$ cat src/rtl/rx_module.sv
// rx_module: serial frame receiver for a 1-bit-per-clock link.
// Frame format: start(0), DATA_WIDTH data bits, even parity, stop(1).
// The received word is held under a valid/ack handshake. Parity, framing and
// overrun errors are reported alongside it.
// Optional feature macro: RX_PARITY_CHECK_EN. When it is defined, the parity bit
// is checked and parity_err is driven. When it is undefined, the parity bit is
// still consumed so the frame length does not change, and parity_err is tied 0.
//
// Handshake: data_valid rises the cycle after a good stop bit and stays high
// until a cycle in which data_ack=1 and data_valid=1. data_out and parity_err
// are stable while data_valid=1. data_ack while data_valid=0 is ignored. If a
// frame completes in the same cycle as the ack, the new word wins and
// data_valid stays high.
module rx_module #(
   parameter int DATA_WIDTH = 8,
   parameter bit MSB_FIRST  = 1'b1
) (
   input  logic                  clk,
   input  logic                  reset,
   input  logic                  enable,
   input  logic                  rx,
   input  logic                  data_ack,
   output logic [DATA_WIDTH-1:0] data_out,
   output logic                  data_valid,
   output logic                  parity_err,
   output logic                  frame_err,
   output logic                  overrun_err,
   output logic                  busy,
   output logic [2:0]            state_dbg
);

   localparam logic [2:0] IDLE      = 3'd0;
   localparam logic [2:0] DATA      = 3'd1;
   localparam logic [2:0] PARITY    = 3'd2;
   localparam logic [2:0] STOP      = 3'd3;
   localparam logic [2:0] WAIT_HIGH = 3'd4;

   localparam int              CW       = (DATA_WIDTH > 1) ? $clog2(DATA_WIDTH) : 1;
   localparam logic [CW-1:0]   LAST_BIT = CW'(DATA_WIDTH - 1);

   logic [2:0]            state;
   logic [CW-1:0]         bit_cnt;
   logic [DATA_WIDTH-1:0] shift_reg;

`ifdef RX_PARITY_CHECK_EN
   logic running;
   logic perr;
   logic parity_q;
`endif

   // Receive FSM, word capture, handshake and error flags
   always_ff @(posedge clk) begin
      if (reset) begin
         state       <= IDLE;
         bit_cnt     <= '0;
         shift_reg   <= '0;
         data_out    <= '0;
         data_valid  <= 1'b0;
         frame_err   <= 1'b0;
         overrun_err <= 1'b0;
`ifdef RX_PARITY_CHECK_EN
         running     <= 1'b0;
         perr        <= 1'b0;
         parity_q    <= 1'b0;
`endif
      end else begin
         frame_err <= 1'b0;
         // The consumer ack is applied first, so a completing frame below
         // can still override it in the same cycle.
         if (data_ack && data_valid) begin
            data_valid  <= 1'b0;
            overrun_err <= 1'b0;
         end
         case (state)
            IDLE: begin
               if (enable && !rx) begin
                  state   <= DATA;
                  bit_cnt <= '0;
`ifdef RX_PARITY_CHECK_EN
                  running <= 1'b0;
`endif
               end
            end
            DATA: begin
               if (MSB_FIRST)
                  shift_reg <= {shift_reg[DATA_WIDTH-2:0], rx};
               else
                  shift_reg <= {rx, shift_reg[DATA_WIDTH-1:1]};
`ifdef RX_PARITY_CHECK_EN
               running <= running ^ rx;
`endif
               if (bit_cnt == LAST_BIT)
                  state <= PARITY;
               else
                  bit_cnt <= bit_cnt + CW'(1);
            end
            PARITY: begin
`ifdef RX_PARITY_CHECK_EN
               perr <= running ^ rx;
`endif
               state <= STOP;
            end
            STOP: begin
               if (rx) begin
                  data_out   <= shift_reg;
                  data_valid <= 1'b1;
`ifdef RX_PARITY_CHECK_EN
                  parity_q   <= perr;
`endif
                  // An unconsumed word is being overwritten.
                  if (data_valid && !data_ack)
                     overrun_err <= 1'b1;
                  state <= IDLE;
               end else begin
                  frame_err <= 1'b1;
                  state     <= WAIT_HIGH;
               end
            end
            WAIT_HIGH: begin
               // Do not treat a stuck-low line as a run of start bits.
               if (rx)
                  state <= IDLE;
            end
            default: state <= IDLE;
         endcase
      end
   end

`ifdef RX_PARITY_CHECK_EN
   assign parity_err = parity_q;
`else
   assign parity_err = 1'b0;
`endif

   assign busy      = (state != IDLE);
   assign state_dbg = state;

endmodule

$ cat config.mk
export PLATFORM = sky130hd
export DESIGN_NAME = rx_module
export DESIGN_NICKNAME = d
export VERILOG_FILES = /design/src/rtl/rx_module.sv
export SDC_FILE = /design/constraint.sdc
export NUM_CORES = 1
export LEC_CHECK = 0
export CORE_AREA = 8 8 59 61
export DETAILED_ROUTE_END_ITERATION = 10
export DIE_AREA = 0 0 67 69
export HOLD_SLACK_MARGIN = 0.12
export PLACE_DENSITY = 0.79
export SLEW_MARGIN = 30
export SYNTH_ARGS = -nofsm -noshare
export SYNTH_HDL_FRONTEND = slang
export SYNTH_SLANG_ARGS = --single-unit
$ cat constraint.sdc
create_clock -name clk -period 1.2 [get_ports clk]
set_input_delay 0.12 -clock clk [delete_from_list [all_inputs] [get_ports clk]]
set_output_delay 0.12 -clock clk [all_outputs]
set_load 0.02 [all_outputs]
**Word-level counts from Yosys, hierarchy flattened**

Cells that the tools add are included.

- Flip-flop bits (word level): 25
- Output and inout port bits: 16

- Add/sub/neg operators: 1
- Eq/ne operators: 9
- Mux-type cells: 16
- Bitwise logic cells: 1
- Reductions and logical operators: 12

Operators with widths:

| cell | count |
|---|---|
| $mux 3 | 6 |
| $pmux 3 s5 | 1 |
| $mux 1 | 8 |
| $ne 2x2->1 const B | 4 |
| $eq 3x2->1 const B | 2 |
| $eq 3x3->1 const B | 2 |
| $pmux 3 s2 | 1 |
| $reduce_and 3->1 | 2 |
| $add 3x1->3 const B | 1 |
| $eq 3x1->1 const B | 1 |
| $logic_and 1x1->1 | 3 |
| $logic_not 3->1 | 1 |
| $reduce_bool 3->1 | 1 |
| $logic_not 1->1 | 2 |
| $reduce_and 2->1 | 1 |
| $reduce_bool 2->1 | 1 |
| $reduce_or 2->1 | 1 |
| $not 1->1 | 1 |

**Logic depth before layout (Yosys ltp)**

Gate-level depths: netlist of the first run.

- Depth in word-level cells: 5
- Gate-level depth with buffers: 5
- Depth with buffers taken out: 5

**Worst setup path before layout of the first run**

OpenSTA, ideal clock, no wires.

- Path kind: flip-flop to flip-flop
- Start point: register bit_cnt[0]
- End point: register bit_cnt[0]
- Library setup time: 0.091 ns
- Arrival time: 1.222 ns
- Data required time: 1.109 ns
- Setup slack: -0.113 ns
- Stages on the path, launching flop included: 6
- Buffers on the path: 0
- Clock period less this slack: 1.313 ns
- Cells stage by stage: dfxtp_1 ha_1 ha_1 nor4b_4 nor2_1 a311oi_1

- Longest elaborated chain between the ends: 3
- Elaborated cells on any way between the ends: 6
- Classes of those cells: add/sub (1); eq/ne (2); mux (2); reduce/logical (1)

Ends and longest elaborated chain:

| element | line | RTL |
|---|---|---|
| from (decl) | 42 | `logic [CW-1:0] bit_cnt;` |
| from (signal assigned) | 95 | `bit_cnt <= bit_cnt + CW'(1);` |
| $add 3x1->3 / $eq 3x3->1 (equally long branches) | 95, 92 |  |
| $mux 3 / $ne 2x2->1 (equally long branches) | - |  |
| $pmux 3 s2 / $reduce_and 3->1 (equally long branches) | - |  |

Parallel ways exist; a longest one is shown, timed or not. The select of a mux whose other input is x is not followed.
A chain may end at the register's enable or synchronous reset.

**Worst setup path after layout of the first run**

- Start point: register bit_cnt[0]
- End point: register bit_cnt[2]

Same word-level chain as after synthesis.

==> flow_summary.toml, run 1 <==
[floorplan]
dieWidth_um = 67
io_pins = 21
die_h_um = 69
dieArea_um2 = 4620
start_util_pct = 41.3
core_um2 = 2620
num_rows = 19

[yosys]
synthCells = 110
mappedNetlistArea_um2 = 1080
synth-main-ff-cell = "dfxtp_1"
syn_avg_cell_area_um2 = 9.83
yosysTopAreaCell = "dfxtp_1"
synth-edff-count = 0
synth_top_area_share_pct = 46.3
ys_warn_count = 0
synth-seq-cells = 25
seq_area_frac_synth_pct = 46.3
async_flop_share_pct = 0
syn_nets = 117
yosysUniqueCellTypes = 30
synth_area_leaders = "dfxtp_1 (46%), mux2i_1 (8.3%), nand2_1 (6.3%)"

[sta]
finalWorstSetupSlack_ns = -0.131
report.final.slew_viol_count = 0
rsz0062_at_grt = "true"
final.period_utilization_pct = 111
fmax_ghz = 0.752
finalClockSkew_ns = 0.00788
setup_violations = 7
min_period_ns = 1.33
fin_setup_tns_ns = -0.667
hold_viol_final = 0
whs_ns = 0.385

[placed_design]
placed_area_um2 = 1350
gp_congestion = 0.737
dp_hpwl_um = 1580
place_ws_ns = -0.225
placed_cells = 161
place.port_buffers = 19

[job]
drv_cap = 0

[pwr]
seq_power_share_pct = 60.2
p_comb_share_pct = 11.6
vdd_drop_max_v = 0.000628
switching_power_mw = 0.349
p_total_mw = 1.41
p_int_mw = 1.06
clockPowerShare_pct = 28.2
p_per_area_nw_per_um2 = 960
switching_share_pct = 24.8
power_leakage_nw = 0.618

[clocking]
cts-root-buf = "clkbuf_4"
htree_levels = 1
cts_tree = "built"
clk_pin_slew_ns = 0.15
cts.sinks = 25
cts_made_buffers = 3
clk-insertion-delay-late_ns = 0.32
clock_path_buffers = 2

[global_routing]
grtUsageTotal_pct = 10.2
grt_pass1_vias = 792
antenna_found_initial = 0
grt_pass1_wl_um = 3770
grt_max_degree = 26
gr-total-overflow = 0

[route]
first_iter_violations = 14
num_vias = 861
wl_um = 2400
postRouteAntennaNets = 0
first_pass_iters = 4
drt-wirelength-per-cell_um = 14.0
drc = 0
avgViaCountPerCell = 5.04

[critical_path]
cp.required_ns = 1.46
cp.arrival_ns = 1.59
path_depth = 6
cp_cell_sequence = "ha_4, ha_4, nor4b_4, buf_4, a32oi_1, a21oi_1"
crit_top_cell = "ha_4"
reg2reg_depth = 6
crit_slowest_cell = "dfxtp_2"
worstSetupPathType = "flip-flop to flip-flop"
path_buf_inv = 1
endpoint_kind = "flip-flop"
critPathLaunchType = "flip-flop"
cp_top_family = "flip-flops"
cp_slowest_stage_delay_ns = 0.36
path_max_fanout = 3

[finish]
syn_to_final_growth_pct = 35.6
antennaDiodeCount = 0
layout-drive-gt1-share_pct = 30.0
fin_util_pct = 56.1
fin_cells = 171
final_nets = 148
fin_area_um2 = 1470

[worst_hold_path]
whs_path_depth = 2
hold_class = "input pin to flip-flop"

[status]
run_status = "complete, but fails checks"
violations = "setup timing"
Yosys cell counts (2+ instances only):
cell type and n:
a21oi_1 12, nor2_1 11, nor3_1 2, dfxtp_1 25
a32oi_1 2, ha_1 2, buf_6 4, mux2i_1 9
buf_4 2, nand2_1 18, o21ai_0 2, nand2b_1 3
power groups by stage:
stage	clock network (mW)	logic, mW	registers, mW
final	0.397	0.163	0.847
after global routing	0.441	0.173	0.849
after CTS	0.404	0.137	0.846
after detailed placement	0	0.133	0.864
after global placement	0	0.127	0.864
after floorplan	0	0.0820	0.868
worst paths after layout:
kind / start / end / slack [ns]
worst max-delay path: bit_cnt[0]$_SDFFE_PP0P_ / bit_cnt[2]$_SDFFE_PP0P_ / -0.13
worst min-delay path: data_ack / flip-flop / 0.39
worst max register to register: bit_cnt[0]$_SDFFE_PP0P_ / bit_cnt[2]$_SDFFE_PP0P_ / -0.13
worst min register to register: data_out[5]$_SDFFE_PP0P_ / data_out[5]$_SDFFE_PP0P_ / 0.47
area by class of cell:
class / count / area [µm²]
tap: 31 / 38.8
fill: 234 / 1150
timing repair buffer: 35 / 339
sequential: 25 / 509
clock buffer: 3 / 22.5
clock inverter: 1 / 6.26
multi-input combinational: 76 / 551
routing by layer:
layer  vias to the layer above  wire length (µm)  track usage [%]
li1                        441                 -                -
met3                         4                83             1.94
met2                        11              1160             15.4
met5                         -                 0                0
met4                         0                54             6.28
met1                       405              1110             12.7
what timing repair did:
action | CTS | global route
resized for setup | 35 | 14
endpoints found under the hold margin | 0 | 0
buffers inserted | 0 | 6
gates cloned | 0 | 0
pin swaps | 3 | 9
endpoints found under the setup margin | 35 | 24
hold buffers | 0 | 0
cell usage in the layout, fill, tap and decap left out, drive strengths merged, types with 3 or more instances in the layout:
master         instances
dfxtp                 25
buf                   20
nand2                 18
a21oi                 13
nor2                  11
mux2i                  9
dlygate4sd2            8
clkdlybuf4s50          4
nand2b                 3
clkbuf                 3
clkdlybuf4s15          3
cell families (layout without fill, tap and decap cells):
group,after synthesis,in the layout,share of synthesized area (%)
buffers and inverters,9,39,7.17
DFF,25,25,46.3
adders and majority gates,2,2,2.31
muxes,9,9,8.33
and+or+nand+nor,43,43,22.6
AOI/OAI and AO/OA,21,21,13.0
other,1,1,0.347
(Power assumes the default switching activity.)
==> inputs of run 2 (changes only) <==
--- a/config.mk
+++ b/config.mk
@@ -5,11 +5,12 @@
 export SDC_FILE = /design/constraint.sdc
 export NUM_CORES = 1
 export LEC_CHECK = 0
-export CORE_AREA = 8 8 59 61
+export ABC_AREA = 1
+export CORE_AREA = 8 8 57 59
 export DETAILED_ROUTE_END_ITERATION = 10
-export DIE_AREA = 0 0 67 69
+export DIE_AREA = 0 0 65 67
 export HOLD_SLACK_MARGIN = 0.12
-export PLACE_DENSITY = 0.79
+export PLACE_DENSITY = 0.8
 export SLEW_MARGIN = 30
 export SYNTH_ARGS = -nofsm -noshare
 export SYNTH_HDL_FRONTEND = slang
==> flow_summary.toml, run 2 <==
[status]
run_status = "complete, but fails checks"
violations = "setup timing"

[critical_path]
endpoint_kind = "flip-flop"
worstSetupPathType = "flip-flop to flip-flop"
critPathLaunchType = "flip-flop"
path_max_fanout = 7
cp.arrival_ns = 1.50
cp.required_ns = 1.47

[sta]
fmax_ghz = 0.815
setup_violations = 12
final.period_utilization_pct = 102
report.final.slew_viol_count = 0
hold_viol_final = 0
min_period_ns = 1.23
rsz0062_at_grt = "true"
finalClockSkew_ns = 0.00527
fin_setup_tns_ns = -0.114
finalWorstSetupSlack_ns = -0.0268
whs_ns = 0.445

[route]
drt-wirelength-per-cell_um = 12.3
first_pass_iters = 4
wl_um = 2390
num_vias = 948
drc = 0
postRouteAntennaNets = 0
first_iter_violations = 29
avgViaCountPerCell = 4.89

[global_routing]
use_met2_pct = 20.5
grt_use_met1_pct = 12.6
grt_max_degree = 21
grt_use_met3_pct = 2.85
grt-busiest-layer = "met2"
antenna_found_initial = 0
grt_pass1_vias = 920
grtUsageTotal_pct = 11.5
gr-total-overflow = 0
grt_pass1_wl_um = 4030

[clocking]
cts.sinks = 25
clk_pin_slew_ns = 0.13
clock_path_buffers = 2
htree_levels = 1
cts-root-buf = "clkbuf_4"
clk-insertion-delay-late_ns = 0.32
cts_made_buffers = 3
cts_tree = "built"

[placed_design]
placed_cells = 187
dp_hpwl_um = 1720
place.port_buffers = 19
gp_congestion = 0.780
placed_area_um2 = 1360

[finish]
fin_area_um2 = 1480
fin_cells = 194
layout-drive-gt1-share_pct = 32.9
fin_util_pct = 62.6
mostFrequentLayoutCells = "nor2_1 (32), dfxtp_1 (21), buf_4 (13)"
syn_to_final_growth_pct = 47.4
final_nets = 172
fill_cells = 204
layout_commonest_cell = "nor2_1"
antennaDiodeCount = 0

[floorplan]
start_util_pct = 42.5
io_pins = 21
core_um2 = 2360
dieWidth_um = 65
die_h_um = 67
dieArea_um2 = 4360
num_rows = 18

[yosys]
synth_top_area_share_pct = 49.8
yosysTopAreaCell = "dfxtp_1"
mappedNetlistArea_um2 = 1000
seq_area_frac_synth_pct = 49.8
ys_warn_count = 0
syn_nets = 135
syn_avg_cell_area_um2 = 7.85
yosysUniqueCellTypes = 19
async_flop_share_pct = 0
synth-edff-count = 0
synth.cells.most_frequent = "nor2_1 (35), dfxtp_1 (25), o21ai_0 (16)"
synth-seq-cells = 25
synth-main-ff-cell = "dfxtp_1"
synth_area_leaders = "dfxtp_1 (50%), nor2_1 (13%), o21ai_0 (8.0%)"
synthCells = 128
yosysMostFrequentCell = "nor2_1"

[pwr]
p_per_area_nw_per_um2 = 1620
power_leakage_nw = 0.683
vdd_drop_max_v = 0.000911

[job]
drv_cap = 0

[worst_hold_path]
hold_class = "input pin to flip-flop"
[run 2: changes by cell type in the layout (fill, tap and decap cells not counted), moves of 6 or more]
cell,before,now
nand2_1,18,11
mux2i_1,9,0
nor2_1,11,32
o21ai_0,2,9
o21ai_2,0,6
[run 2: power breakdown]
group | internal [mW] | switching, mW | total (mW) | leakage (nW)
logic | 0.424 | 0.493 | 0.918 | 0.462
clock network | 0.130 | 0.249 | 0.380 | 0.0150
registers | 0.973 | 0.123 | 1.10 | 0.206
total | 1.53 | 0.865 | 2.39 | 0.683
[run 2: kinds of logic after synthesis]
| kind of cell | Yosys count | share of synthesized area [%] |
|---|---|---|
| and+or+nand+nor | 62 | 29.3 |
| AOI/OAI and AO/OA | 25 | 12.5 |
| DFF | 25 | 49.8 |
| buffers and inverters | 13 | 5.60 |
| adders and majority gates | 2 | 2.49 |
| other | 1 | 0.373 |
[run 2: critical path, stage by stage (launching register included)]
cell,delay [ns]
dfxtp_4,0.38
buf_12,0.13
nor2_4,0.12
nand2_2,0.08
nor2_4,0.17
buf_12,0.15
o21ai_2,0.05
nor2_1,0.09
[run 2: metal layers]
metal  part of all wire, %  up-vias
met2                    52       17
met1                    43      441
met3                   4.2        4
met4                   1.1        0
li1                      -      486
met5                     0        -
[run 2: stage by stage]
stage | power (mW) | setup slack, ns
global placement | 1.84 | -0.0430
global route | 2.54 | -0.102
finish | 2.39 | -0.0268
floorplan | 1.57 | 0.0106
detailed placement | 1.90 | -0.0967
CTS | 2.36 | -0.0501
[run 2: path summary, 6_finish.rpt]
check	startpoint	to	slack, ns	cells past startpoint
hold reg to reg	flip-flop	flip-flop	0.51	2
hold / removal	data_ack	flip-flop	0.45	4
setup reg to reg	state_dbg[2]$_SDFFE_PP0P_	data_out[0]$_SDFFE_PP0P_	-0.03	7
setup / recovery	state_dbg[2]$_SDFFE_PP0P_	data_out[0]$_SDFFE_PP0P_	-0.03	7
[run 2: area by class of cell]
cell class              instances  area, µm²  area share, %
clock buffers                   4       26.3           1.77
multi-input cells              90        531           35.8
inverters                       9       36.3           2.45
well taps                      30       37.5           2.53
repair buffers                 36        340           23.0
flip-flops and latches         25        510           34.5
[run 2: what timing repair did]
| action | 4_1_cts | 5_1_grt |
|---|---|---|
| pin swaps | 12 | 12 |
| resized for setup | 44 | 17 |
| hold buffers | 0 | 0 |
| setup buffers | 2 | 1 |
| endpoints found under the setup margin | 27 | 23 |
